`config.mk`:
```
export PLATFORM = sky130hd
export DESIGN_NAME = cp0_regfile_flat
export DESIGN_NICKNAME = d
export VERILOG_FILES = /design/src/rtl/cp0_regfile_if.sv /design/src/rtl/cp0_regfile.sv /design/src/flat_wrapper.sv
export SDC_FILE = /design/constraint.sdc
export NUM_CORES = 1
export LEC_CHECK = 0
export CAP_MARGIN = 20
export CORE_ASPECT_RATIO = 0.7
export CORE_MARGIN = 2
export CORE_UTILIZATION = 46
export CTS_BUF_LIST = sky130_fd_sc_hd__clkbuf_8 sky130_fd_sc_hd__clkbuf_16
export DETAILED_ROUTE_END_ITERATION = 10
export PLACE_DENSITY_LB_ADDON = 0.3
export SYNTH_ARGS = -nofsm -noshare
export SYNTH_HDL_FRONTEND = slang
export SYNTH_SLANG_ARGS = --single-unit
```
`constraint.sdc`:
```
create_clock -name clk -period 2.9 [get_ports clk]
set_input_delay 0.58 -clock clk [delete_from_list [all_inputs] [get_ports clk]]
set_output_delay 0.58 -clock clk [all_outputs]
set_load 0.03 [all_outputs]
```
`src/rtl/cp0_regfile_if.sv`:
```
// WB-stage exception / CP0 write-back interface. The master (WB stage) issues mtc0,
// exception and eret; the slave (CP0) returns mfc0 data, EPC, EXL and the flush target.
interface cp0_regfile_if;
  logic        c0_we;
  logic [7:0]  c0_addr;
  logic [31:0] c0_wdata;
  logic [31:0] c0_rdata;
  logic        c0_eret_flush;
  logic [38:0] c0_exception;  // {bd, ex, exccode[4:0], badvaddr[31:0]}
  logic [31:0] c0_pc;
  logic [31:0] c0_epc;
  logic        c0_status_exl;
  logic [31:0] flush_target;

  modport master (
    output c0_we, c0_addr, c0_wdata, c0_eret_flush, c0_exception, c0_pc,
    input  c0_rdata, c0_epc, c0_status_exl, flush_target
  );

  modport slave (
    input  c0_we, c0_addr, c0_wdata, c0_eret_flush, c0_exception, c0_pc,
    output c0_rdata, c0_epc, c0_status_exl, flush_target
  );
endinterface

```
`src/rtl/cp0_regfile.sv`:
```
// CP0 register file: BadVAddr, Count, Compare, Status, Cause, EPC, the timer
// interrupt, the pending-interrupt request and the fetch redirect target.
module cp0_regfile #(
  parameter logic [31:0] EX_VECTOR = 32'hBFC0_0380,
  parameter int          COUNT_DIV = 2
) (
  input  logic         clk,
  input  logic         resetn,
  cp0_regfile_if.slave bus,
  input  logic [5:0]   ext_int,
  output logic         int_pending
);

  localparam logic [7:0] ADDR_BADVADDR = 8'h40;
  localparam logic [7:0] ADDR_COUNT    = 8'h48;
  localparam logic [7:0] ADDR_COMPARE  = 8'h58;
  localparam logic [7:0] ADDR_STATUS   = 8'h60;
  localparam logic [7:0] ADDR_CAUSE    = 8'h68;
  localparam logic [7:0] ADDR_EPC      = 8'h70;

  localparam logic [4:0] EXC_ADEL = 5'h04;
  localparam logic [4:0] EXC_ADES = 5'h05;

  typedef struct packed {
    logic        bd;
    logic        ex;
    logic [4:0]  exccode;
    logic [31:0] badvaddr;
  } exception_t;

  exception_t exc;
  assign exc = bus.c0_exception;

  logic [31:0] badvaddr, count, compare, epc;
  logic [7:0]  status_im;
  logic        status_exl, status_ie;
  logic        cause_bd, cause_ti;
  logic [5:0]  cause_ip_hw;
  logic [1:0]  cause_ip_sw;
  logic [4:0]  cause_exccode;
  logic        tick;

  logic wr_badvaddr_unused;
  logic wr_count, wr_compare, wr_status, wr_cause, wr_epc;
  logic count_inc, bad_addr_exc;

  assign wr_count   = bus.c0_we && (bus.c0_addr == ADDR_COUNT);
  assign wr_compare = bus.c0_we && (bus.c0_addr == ADDR_COMPARE);
  assign wr_status  = bus.c0_we && (bus.c0_addr == ADDR_STATUS);
  assign wr_cause   = bus.c0_we && (bus.c0_addr == ADDR_CAUSE);
  assign wr_epc     = bus.c0_we && (bus.c0_addr == ADDR_EPC);
  // BadVAddr is read-only to software; the decode is kept only for symmetry of the map.
  assign wr_badvaddr_unused = bus.c0_we && (bus.c0_addr == ADDR_BADVADDR);

  assign count_inc    = (COUNT_DIV == 1) ? 1'b1 : tick;
  assign bad_addr_exc = exc.ex && ((exc.exccode == EXC_ADEL) || (exc.exccode == EXC_ADES));

  // NOTE: every register here uses non-blocking assignment so all fields see
  // pre-edge values; within one block the later assignment wins, which is how
  // the exception overrides a simultaneous mtc0 on the fields it owns.
  always_ff @(posedge clk or negedge resetn) begin
    if (!resetn) begin
      tick    <= 1'b0;
      count   <= '0;
      compare <= '0;
      cause_ti <= 1'b0;
    end else begin
      tick <= ~tick;
      if (wr_count)       count <= bus.c0_wdata;
      else if (count_inc) count <= count + 32'd1;
      if (wr_compare) compare <= bus.c0_wdata;
      // Compare write clears TI and beats a same-cycle match.
      if (wr_compare)              cause_ti <= 1'b0;
      else if (count == compare)   cause_ti <= 1'b1;
    end
  end

  always_ff @(posedge clk or negedge resetn) begin
    if (!resetn) begin
      status_im  <= '0;
      status_exl <= 1'b0;
      status_ie  <= 1'b0;
    end else begin
      if (wr_status) begin
        status_im  <= bus.c0_wdata[15:8];
        status_exl <= bus.c0_wdata[1];
        status_ie  <= bus.c0_wdata[0];
      end
      if (bus.c0_eret_flush) status_exl <= 1'b0;
      if (exc.ex)            status_exl <= 1'b1;
    end
  end

  always_ff @(posedge clk or negedge resetn) begin
    if (!resetn) begin
      cause_bd      <= 1'b0;
      cause_ip_hw   <= '0;
      cause_ip_sw   <= '0;
      cause_exccode <= '0;
      epc           <= '0;
      badvaddr      <= '0;
    end else begin
      cause_ip_hw <= {ext_int[5] | cause_ti, ext_int[4:0]};
      if (wr_cause) cause_ip_sw <= bus.c0_wdata[9:8];
      if (wr_epc)   epc <= bus.c0_wdata;
      if (exc.ex) begin
        cause_exccode <= exc.exccode;
        if (!status_exl) begin
          epc      <= exc.bd ? (bus.c0_pc - 32'd4) : bus.c0_pc;
          cause_bd <= exc.bd;
        end
      end
      if (bad_addr_exc) badvaddr <= exc.badvaddr;
    end
  end

  logic [31:0] status_val, cause_val;
  assign status_val = {9'b0, 1'b1, 6'b0, status_im, 6'b0, status_exl, status_ie};
  assign cause_val  = {cause_bd, cause_ti, 14'b0, cause_ip_hw, cause_ip_sw,
                       1'b0, cause_exccode, 2'b0};

  // NOTE: default assignment first so the unmapped-address path cannot infer a latch.
  always_comb begin
    bus.c0_rdata = '0;
    case (bus.c0_addr)
      ADDR_BADVADDR: bus.c0_rdata = badvaddr;
      ADDR_COUNT:    bus.c0_rdata = count;
      ADDR_COMPARE:  bus.c0_rdata = compare;
      ADDR_STATUS:   bus.c0_rdata = status_val;
      ADDR_CAUSE:    bus.c0_rdata = cause_val;
      ADDR_EPC:      bus.c0_rdata = epc;
      default:       bus.c0_rdata = '0;
    endcase
  end

  assign bus.c0_epc        = epc;
  assign bus.c0_status_exl = status_exl;
  assign bus.flush_target  = exc.ex ? EX_VECTOR : epc;

  assign int_pending = status_ie & ~status_exl &
                       (|({cause_ip_hw, cause_ip_sw} & status_im));

endmodule

```
`src/flat_wrapper.sv`:
```
// flat-port wrapper written by rule: the top's interface ports become plain ports
module cp0_regfile_flat 
#(
  parameter logic [31:0] EX_VECTOR = 32'hBFC0_0380,
  parameter int          COUNT_DIV = 2
)
  (clk, resetn, ext_int, int_pending, bus_c0_we, bus_c0_addr, bus_c0_wdata, bus_c0_eret_flush, bus_c0_exception, bus_c0_pc, bus_c0_rdata, bus_c0_epc, bus_c0_status_exl, bus_flush_target);
  cp0_regfile_if bus_i ();
  input  logic clk;
  input  logic resetn;
  input  logic [5:0] ext_int;
  output logic int_pending;
  input wire logic [$bits(bus_i.c0_we)-1:0] bus_c0_we;
  input wire logic [$bits(bus_i.c0_addr)-1:0] bus_c0_addr;
  input wire logic [$bits(bus_i.c0_wdata)-1:0] bus_c0_wdata;
  input wire logic [$bits(bus_i.c0_eret_flush)-1:0] bus_c0_eret_flush;
  input wire logic [$bits(bus_i.c0_exception)-1:0] bus_c0_exception;
  input wire logic [$bits(bus_i.c0_pc)-1:0] bus_c0_pc;
  output wire logic [$bits(bus_i.c0_rdata)-1:0] bus_c0_rdata;
  output wire logic [$bits(bus_i.c0_epc)-1:0] bus_c0_epc;
  output wire logic [$bits(bus_i.c0_status_exl)-1:0] bus_c0_status_exl;
  output wire logic [$bits(bus_i.flush_target)-1:0] bus_flush_target;
  assign bus_i.c0_we = bus_c0_we;
  assign bus_i.c0_addr = bus_c0_addr;
  assign bus_i.c0_wdata = bus_c0_wdata;
  assign bus_i.c0_eret_flush = bus_c0_eret_flush;
  assign bus_i.c0_exception = bus_c0_exception;
  assign bus_i.c0_pc = bus_c0_pc;
  assign bus_c0_rdata = bus_i.c0_rdata;
  assign bus_c0_epc = bus_i.c0_epc;
  assign bus_c0_status_exl = bus_i.c0_status_exl;
  assign bus_flush_target = bus_i.flush_target;
  cp0_regfile #(.EX_VECTOR(EX_VECTOR), .COUNT_DIV(COUNT_DIV)) u_core (.clk(clk), .resetn(resetn), .bus(bus_i), .ext_int(ext_int), .int_pending(int_pending));
endmodule
```
==> reports/results.ini, run 1 <==
[synthesis]
yosys_warnings = 0
syn-cell-area_um2 = 9140
synth.ff_latch_count = 154
postSynthCellCount = 880
synth_edf_count = 0
yosys_most_used_dff = dfrtp_1
synth_top_area_cell = dfrtp_1
ys_top_cells_by_count = dfrtp_1 (154), nand2_1 (99), mux2i_1 (64)
async_flop_share_pct = 100
yosysMostFrequentCell = dfrtp_1
synth_top_area_share_pct = 42.2
syn_area_per_cell_um2 = 10.4
synth_area_leaders = dfrtp_1 (42%), mux2i_1 (7.0%), mux2_2 (6.5%), xnor2_1 (5.8%), mux2_4 (4.9%)
yosysUniqueCellTypes = 49
yosysSeqAreaShare_pct = 42.2
syn-num-nets = 1003

[power_and_ir_drop]
p_total_w = 0.00701
cellPowerDensity_nw_per_um2 = 537
leakage_nw = 5.60
ir_drop_mv = 0.405

[cts]
cts-root-buf = clkbuf_16
htree_num_levels = 4
clock_latency_ns = 0.42
clk_pin_slew_ns = 0.06
cts_tree = built
ctsLongestPathBuffers = 2
numCtsBuffers = 17
clkSinkCount = 154

[drt]
drc = 0
ant_nets = 0
first_iter_violations = 750
dr_total_vias = 8123
wl_per_cell_um = 22.3
dr.pass1.iters = 6
via_per_inst = 5.77
drt_wl_total_mm = 31.4

[sta]
hold_viol = 0
period_needed_ns = 2.93
slew_headroom_pct = 52.2
slew_viol_final = 0
worstMarginPinSlew_ns = 0.711
setup_slack_ns = -0.0318
tns_ns = -0.166
setup_violations = 8
rsz0062_at_grt = yes
fmax_mhz = 341
period_share_pct = 101
finalClockSkew_ns = 0.00985

[floorplanning]
start_util_pct = 46.5
row_count = 43
die-height_um = 122
die_w_um = 172
ios = 219
dieArea_um2 = 21000
core-area_um2 = 19600

[hold_path]
hold_path_class = in2async

[job]
max_cap_violations = 0

[global_routing]
grt_antenna_before_repair = 1
grt_pass1_wl_mm = 47.6
grtUsageTotal_pct = 30.6
overflow = 0
grt_max_degree = 73
grt_pass1_vias = 7981

[setup_path]
arrival_ns = 2.35
crit_type = in2out
cp_slowest_stage_delay_ns = 0.56
critPathLaunchType = input port
cpMaxStageDelayCell = or4b_4
critical_path_required_ns = 2.32
cp_max_fo = 8
end_kind = primary output
cp_top_family = simple AND/OR/NAND/NOR gates
crit_chain = buf_6 > or4b_4 > or3_4 > nor3_4 > buf_12 > nand2_4 > nand2_2 > buf_6
cp_common_cell = buf_6
cp-startpoint = bus_c0_addr[0]
worst-path-buf-inv = 3
regToRegStartpoint = u_core.count[6]

[finish]
fillers = 1544
nets = 1249
antenna-diode-count = 0
areaGrowthSynthToFinish_pct = 42.7
drive_gt1_share_pct = 27.2
fin_cells = 1408

[placement]
io_buffers = 218
placed_cells = 1375
gp_congestion = 0.978
hpwl_mm = 24.1
post-place-ws_ns = -0.414

[run_status]
status = finished with violations
violations = negative setup slack

cells in the final DEF (no fill, tap or decap), drive strengths merged, types with 4 or more instances in the layout:
| cell type | count |
|---|---|
| a21oi | 12 |
| a221o | 17 |
| a22o | 8 |
| a22oi | 31 |
| and2 | 4 |
| and3 | 9 |
| buf | 124 |
| bufinv | 4 |
| clkbuf | 17 |
| clkdlybuf4s50 | 159 |
| clkinv | 6 |
| dfrtp | 154 |
| inv | 11 |
| mux2 | 94 |
| mux2i | 64 |
| nand2 | 100 |
| nand3 | 17 |
| nand4 | 26 |
| nor2 | 40 |
| nor2b | 22 |
| nor3 | 11 |
| nor3b | 4 |
| nor4 | 19 |
| nor4b | 4 |
| o21ai | 47 |
| or2 | 15 |
| or3 | 9 |
| xnor2 | 60 |
| xor2 | 31 |
metrics by stage:
stage | hold slack [ns] | cell area (um2) | util [%]
detailed placement | 0.472 | 12200 | 62.2
global route | 0.225 | 13000 | 66.4
finish | 0.171 | 13000 | 66.4
CTS | 0.201 | 13000 | 66.1
global placement | 0.464 | 12200 | 62.2
floorplan | 0.284 | 9190 | -
logic make-up (layout without fill, tap and decap cells):
family,after synthesis,count (layout),synth area share [%]
mux,158,158,19.8
simple gates,290,290,16.8
xor+xnor,91,91,8.72
compound gates,119,119,8.79
flops,154,154,42.2
fa+ha+maj,2,2,0.274
buf+inv,66,324,3.38
report_power, final:
| part | switching [W] | total (W) | internal [W] |
|---|---|---|---|
| logic | 0.000931 | 0.00182 | 0.000885 |
| clock network | 0.000911 | 0.00234 | 0.00143 |
| registers | 0.000398 | 0.00285 | 0.00245 |
final cells by class:
class	count	area, um2	area share, %
clock buffer	17	425	3.26
clock inverter	14	181	1.39
inverter	8	30.0	0.230
multi-input combinational	660	5170	39.6
sequential	154	3850	29.6
tap	270	338	2.59
timing repair buffer	285	3040	23.3
layer usage:
layer | vias to the layer above | share of wire [%] | track usage (%)
met5 | - | 0.041 | 0
met4 | 2 | 1.6 | 8.14
met3 | 35 | 9.5 | 8.97
met2 | 366 | 44 | 43.8
met1 | 4070 | 45 | 45.0
li1 | 3650 | - | -
timing repair:
action                     in CTS  in global routing
cloned                          0                  1
gates resized for setup        58                 15
hold buffers                    0                  0
setup buffers                   0                  1
pin swaps                      11                 12
setup endpoints to repair      32                 32
path summary, 6_finish.rpt:
check                                         to  slack [ns]  cells after the start
max                              bus_c0_rdata[2]       -0.03                      8
max in group asynchronous  u_core.bus.c0_epc[11]        1.96                      2
min in group clk                 u_core.cause_bd        0.49                      2
min reg2reg                      u_core.cause_bd        0.49                      2
max reg2reg                     u_core.count[17]        0.93                      5
min                           u_core.compare[26]        0.17                      1
flip-flops by register name (all words and copies together), names as in the netlist:
register,flops
u_core.badvaddr,32
u_core.bus.c0_epc,32
u_core.bus.c0_status_exl,1
u_core.cause_bd,1
u_core.cause_exccode,5
u_core.cause_ip_hw,6
u_core.cause_ip_sw,2
u_core.cause_ti,1
u_core.compare,32
u_core.count,32
u_core.count_inc,1
u_core.status_ie,1
u_core.status_im,8
worst register-to-register path, stage by stage (launching register included):
cell and delay, ns:
dfrtp_1 0.55, nand3_1 0.21, nor4_1 0.67, nand4_1 0.19, xor2_1 0.17, o21ai_1 0.11
No activity file was read; power rests on OpenSTA's default activity.
==> run 2: changes to the inputs <==
ABC_AREA = 0   (was unset)
CORE_UTILIZATION = 51   (was 46)
clock period = 3.1 ns   (was 2.9 ns; I/O delays follow)
==> run 2 against run 1 <==
Net effect: the run still ends with negative setup slack left; sequential share of layout area grew 0.34 points; first-iteration DRC count up 37%; setup slack got worse by 0.072 ns; clock power down 7%.
==> reports/results.ini, run 2 (synthesis gave the netlist of run 1 again) <==
[cts]
ctsLongestPathBuffers = 2  ; unchanged
htree_num_levels = 4  ; unchanged
numCtsBuffers = 17  ; unchanged
clock_latency_ns = 0.43  ; about the same
clk_pin_slew_ns = 0.06  ; about the same
clkSinkCount = 154  ; unchanged
cts_tree = built
cts.hold.buffers_added = 0  ; unchanged
cts-root-buf = clkbuf_16

[finish]
areaGrowthSynthToFinish_pct = 41.0
final_cell_mix = clkdlybuf4s50_1 (159), dfrtp_1 (154), nand2_1 (98)
nets = 1248  ; -0.080%
final_common_cell = clkdlybuf4s50_1
drive_gt1_share_pct = 23.6  ; -3.6 points

[setup_path]
reg2reg_slack_ns = 0.96  ; +0.03 ns
arrival_ns = 2.58  ; +0.23 ns
cp-startpoint = bus_c0_addr[2]
regToRegStartpoint = u_core.count[0]
end_kind = primary output
cp_max_fo = 5  ; -3
critical_path_required_ns = 2.48  ; +0.16 ns
critPathLaunchType = input port
crit_type = in2out

[drt]
via_per_inst = 6.04  ; +4.8%
first_iter_violations = 1031  ; +37%
ant_nets = 0  ; unchanged
drt_wl_total_mm = 32.3  ; +3.0%
dr.pass1.iters = 6  ; unchanged
drc = 0  ; unchanged
wl_per_cell_um = 23.6  ; +5.8%
dr_total_vias = 8280  ; +1.9%

[power_and_ir_drop]
cellPowerDensity_nw_per_um2 = 505  ; -5.9%
p_comb_share_pct = 25.9  ; about the same
internal_power_w = 0.00440  ; -7.7%
ir_drop_mv = 0.343  ; -15%
p_sw_w = 0.00211  ; -5.6%
clkPwrFrac_pct = 33.3  ; about the same
swShare_pct = 32.4  ; +0.48 points
power_frac_seq_pct = 40.8  ; about the same
leakage_nw = 5.52  ; -1.5%

[floorplanning]
row_count = 40  ; -7.0%
die-height_um = 116  ; -4.9%
start_util_pct = 52.6  ; +6.1 points
ios = 219  ; unchanged
core-area_um2 = 17400  ; -12%
die_w_um = 164  ; -4.9%
dieArea_um2 = 19000  ; -9.5%

[placement]
gp_congestion = 0.913  ; -6.6%
post-place-ws_ns = -0.304  ; +0.110 ns
hpwl_mm = 23.9  ; -0.96%
io_buffers = 218  ; unchanged

[sta]
finalClockSkew_ns = 0.0101  ; +0.000251 ns
hold_viol = 0  ; unchanged
setup_slack_ns = -0.104  ; -0.0719 ns
worstMarginPinSlew_ns = 0.823  ; +0.113 ns
tns_ns = -0.903  ; -0.736 ns
hold_ws_ns = 0.0261  ; -0.145 ns
slew_viol_final = 0  ; unchanged
slew_headroom_pct = 44.6  ; -7.6 points
rsz0062_at_grt = yes
fmax_mhz = 312
period_needed_ns = 3.20
setup_violations = 18  ; +10
period_share_pct = 103

[run_status]
status = finished with violations
violations = negative setup slack

[global_routing]
grt_pass1_wl_mm = 48.9  ; +2.7%
grt_antenna_before_repair = 2  ; +1
grtUsageTotal_pct = 34.8  ; +4.2 points
overflow = 0  ; unchanged
grt_pass1_vias = 8031  ; +0.63%
grt_max_degree = 92  ; +26%

[hold_path]
hold_path_class = in2async

[job]
max_cap_violations = 0  ; unchanged

==> run 2: cell types whose count changed in the layout (fill, tap and decap cells not counted), moves of 3 or more <==
cell | before | now
clkinv_2 | 4 | 1
buf_16 | 0 | 5
nand2_4 | 12 | 1
buf_12 | 35 | 32
nand2_1 | 69 | 98
a221o_2 | 9 | 0
clkinvlp_4 | 1 | 4
clkbuf_8 | 0 | 5
a221o_1 | 8 | 17
buf_4 | 68 | 72
nand2_2 | 19 | 1
buf_6 | 18 | 12
==> run 2: layer usage <==
layer	wire, um	vias up	GRT usage [%]
met1	13800	4073	50.4
met4	545	0	8.07
met2	14300	509	52.5
met3	3680	45	9.13
met5	0	-	0
li1	-	3653	-
==> run 2: per-stage QoR <==
stage | instances | total power [W] | utilization (%) | cell area (um2)
3_3_place_gp | 1322 | 0.00427 | 69.0 | 12000
6_report | 1370 | 0.00651 | 74.2 | 12900
2_1_floorplan | 880 | 0.00349 | - | 9140
3_5_place_dp | 1322 | 0.00431 | 69.0 | 12000
4_1_cts | 1366 | 0.00648 | 73.8 | 12800
5_1_grt | 1369 | 0.00674 | 74.2 | 12900
==> run 2: final cells by class <==
| class | count | area (um2) |
|---|---|---|
| Timing Repair Buffer | 284 | 3090 |
| Clock buffer | 22 | 494 |
| Clock inverter | 10 | 116 |
| Tap cell | 231 | 289 |
| Sequential cell | 154 | 3850 |
| Fill cell | 1173 | 4480 |
| Inverter | 8 | 30.0 |
| Antenna cell | 1 | 2.50 |
| Multi-Input combinational cell | 660 | 5020 |
==> run 2: repair_timing <==
item | 4_1_cts | 5_1_grt
buffers inserted | 7 | 3
setup endpoints to repair | 32 | 32
gates cloned | 5 | 0
gates resized for setup | 27 | 12
pin swaps | 23 | 8
==> run 2: worst paths after layout <==
| path | to | depth (start not counted) |
|---|---|---|
| worst max register to register | u_core.count[18] | 6 |
| worst min-delay path | u_core.count[26] | 1 |
| max in group asynchronous | u_core.compare[12] | 2 |
| min in group clk | u_core.cause_bd | 2 |
| worst min register to register | u_core.cause_bd | 2 |
| worst max-delay path | bus_c0_rdata[16] | 9 |
==> run 2: critical path, stage by stage <==
cell	delay, ns
buf_6	0.09
or4b_4	0.57
buf_6	0.15
buf_6	0.11
nor4b_4	0.24
and2_4	0.29
buf_12	0.15
a221o_1	0.23
buf_12	0.14
==> run 2: power by group through the flow <==
stage / sequential (W) / combinational (W) / clock, W
4_1_cts: 0.00264 / 0.00166 / 0.00218
2_1_floorplan: 0.00267 / 0.000824 / 0
3_3_place_gp: 0.00266 / 0.00161 / 0
6_report: 0.00266 / 0.00169 / 0.00217
3_5_place_dp: 0.00267 / 0.00164 / 0
5_1_grt: 0.00269 / 0.00178 / 0.00228
==> run 3: changes to the inputs <==
CORE_MARGIN = unset   (was 2)
HOLD_SLACK_MARGIN = 0.03   (was unset)
==> run 3 against run 2 <==
Net effect: the run now ends clean; power is 2.4% higher; combinational power barely moved; sequential power is essentially flat; core utilization shrank 0.28 points; clock-buffer cell count down 4; clock power grew 7%; register-to-register slack worse by 0.06 ns; flip-flop and latch count unchanged; fmax is 5.0% higher; routed wire length shrank 2.2%; first-iteration DRC count down 8.3%; critical path type unchanged; critical endpoint is now bus_c0_rdata[0].
==> reports/results.ini, run 3 (synthesis gave the netlist of run 1 again) <==
[run_status]
status = finished clean

[floorplanning]
start_util_pct = 52.8  ; +0.15 points
dieArea_um2 = 18500  ; -2.9%
die-height_um = 114  ; -1.7%
row_count = 40  ; unchanged
die_w_um = 162  ; -1.2%
ios = 219  ; unchanged
core-area_um2 = 17300  ; -0.29%

[cts]
htree_num_levels = 4  ; unchanged
cts.hold.buffers_added = 0  ; unchanged
clk_pin_slew_ns = 0.06  ; about the same
clock_latency_ns = 0.43  ; about the same
cts_tree = built
ctsLongestPathBuffers = 2  ; unchanged
cts-root-buf = clkbuf_16
clkSinkCount = 154  ; unchanged
numCtsBuffers = 17  ; unchanged

[global_routing]
grt_pass1_vias = 7991  ; -0.50%
grtUsageTotal_pct = 35.1  ; +0.27 points
grt_max_degree = 49  ; -47%
grt_antenna_before_repair = 1  ; -1
grt_pass1_wl_mm = 48.1  ; -1.6%
overflow = 0  ; unchanged

[placement]
post-place-ws_ns = -0.258  ; +0.0466 ns
hpwl_mm = 23.4  ; -2.0%
gp_congestion = 0.989  ; +8.3%
placed_cells = 1325  ; +0.23%
io_buffers = 218  ; unchanged

[drt]
ant_nets = 0  ; unchanged
dr_total_vias = 8238  ; -0.51%
first_iter_violations = 945  ; -8.3%
drc = 0  ; unchanged
dr.pass1.iters = 8  ; +2
wl_per_cell_um = 23.1  ; -1.9%
drt_wl_total_mm = 31.6  ; -2.2%
via_per_inst = 6.03  ; -0.22%

[setup_path]
critPathLaunchType = input port
ff2ff_path_depth = 6  ; unchanged
critical_path_required_ns = 2.48  ; about the same
cp_common_cell = buf_12
end_kind = primary output
cp_max_fo = 19  ; +14
worst-path-buf-inv = 4  ; -1
cp_slowest_stage_delay_ns = 0.58  ; about the same
cp_top_family = simple AND/OR/NAND/NOR gates
reg2reg_slack_ns = 0.90  ; -0.06 ns
crit_type = in2out
arrival_ns = 2.43  ; -0.15 ns
rr_endpoint = u_core.count[14]
cpMaxStageDelayCell = or4b_4
crit_chain = buf_6 > or4b_4 > buf_12 > nor4b_4 > and2_4 > buf_12 > a221o_1 > buf_12
regToRegStartpoint = u_core.count[0]

[finish]
final_cell_mix = clkdlybuf4s50_1 (160), dfrtp_1 (154), nand2_1 (91)
fin_cells = 1366  ; -0.29%
fin_util_pct = 73.9  ; -0.28 points
final_common_cell = clkdlybuf4s50_1
fillers = 1230  ; +4.9%
drive_gt1_share_pct = 23.5  ; about the same
nets = 1244  ; -0.32%
areaGrowthSynthToFinish_pct = 40.1

[sta]
hold_viol = 0  ; unchanged
period_needed_ns = 3.05  ; -0.152 ns
slew_headroom_pct = 41.3  ; -3.4 points
hold_ws_ns = 0.134  ; +0.108 ns
setup_slack_ns = 0.0486  ; +0.152 ns
period_share_pct = 98.4  ; -4.9 points
fmax_mhz = 328  ; +5.0%
rsz0062_at_grt = yes
slew_viol_final = 0  ; unchanged
worstMarginPinSlew_ns = 0.873  ; +0.0498 ns
finalClockSkew_ns = 0.00677  ; -0.00333 ns
setup_violations = 0  ; -18

[job]
max_cap_violations = 0  ; unchanged

[power_and_ir_drop]
leakage_nw = 5.50  ; -0.35%
cellPowerDensity_nw_per_um2 = 521  ; +3.1%
ir_drop_mv = 0.325  ; -5.1%

[hold_path]
hold_path_class = in2async

## run 3: cell count changes in the layout (fill, tap and decap cells not counted), sizes merged
cell           change
clkinvlp           -3
dlymetal6s2s       -1
clkdlybuf4s50      +1
bufinv             +3
inv                +2
clkbuf             -4
buf                -4
clkinv             +2
## run 3: layer usage
metal / GRT usage, % / vias up / wire [um]
met5: 0 / - / 0
met2: 51.7 / 503 / 13900
met4: 8.55 / 0 / 581
li1: - / 3623 / -
met1: 49.8 / 4064 / 13300
met3: 11.3 / 48 / 3750
## run 3: layout make-up
| cell class | count | area, um2 | area share, % |
|---|---|---|---|
| Timing Repair Buffer | 280 | 2960 | 23.1 |
| Antenna cell | 1 | 2.50 | 0.0195 |
| Multi-Input combinational cell | 660 | 5030 | 39.3 |
| Tap cell | 231 | 289 | 2.26 |
| Clock inverter | 14 | 203 | 1.58 |
| Inverter | 8 | 30.0 | 0.235 |
| Sequential cell | 154 | 3850 | 30.1 |
| Clock buffer | 18 | 439 | 3.43 |
## run 3: power breakdown
part	leakage [nW]	internal, W	switching, W	total, W
Clock	0.322	0.00144	0.000881	0.00232
Sequential	1.95	0.00229	0.000379	0.00267
Combinational	3.22	0.000816	0.000856	0.00167
Total	5.50	0.00455	0.00212	0.00667
## run 3: how the worst max path moves through the flow
stage | startpoint | endpoint | slack [ns] | cells after the start
finish | bus_c0_addr[7] | bus_c0_rdata[0] | 0.05 | 8
global route | bus_c0_addr[5] | bus_c0_rdata[0] | -0.004 | 9
CTS | bus_c0_addr[7] | bus_c0_rdata[9] | -0.01 | 8
detailed placement | bus_c0_addr[0] | bus_c0_rdata[6] | -0.26 | 8
global placement | bus_c0_addr[4] | bus_c0_rdata[20] | -0.28 | 7
floorplan | bus_c0_addr[0] | bus_c0_rdata[10] | 0.02 | 7
## run 3: stage by stage
| step | power [W] | TNS (ns) | instance area [um2] |
|---|---|---|---|
| global route | 0.00688 | -0.00404 | 12800 |
| global placement | 0.00426 | -5.03 | 12000 |
| finish | 0.00667 | 0 | 12800 |
| floorplan | 0.00349 | 0 | 9140 |
| detailed placement | 0.00430 | -6.43 | 12000 |
| CTS | 0.00663 | -0.0213 | 12700 |
## run 3: what timing repair did
| item | 4_1_cts | 5_1_grt |
|---|---|---|
| resized for setup | 31 | 5 |
| endpoints found under the setup margin | 32 | 27 |
| pin swaps | 6 | 3 |
| cloned | 1 | 0 |
| setup buffers | 1 | 6 |
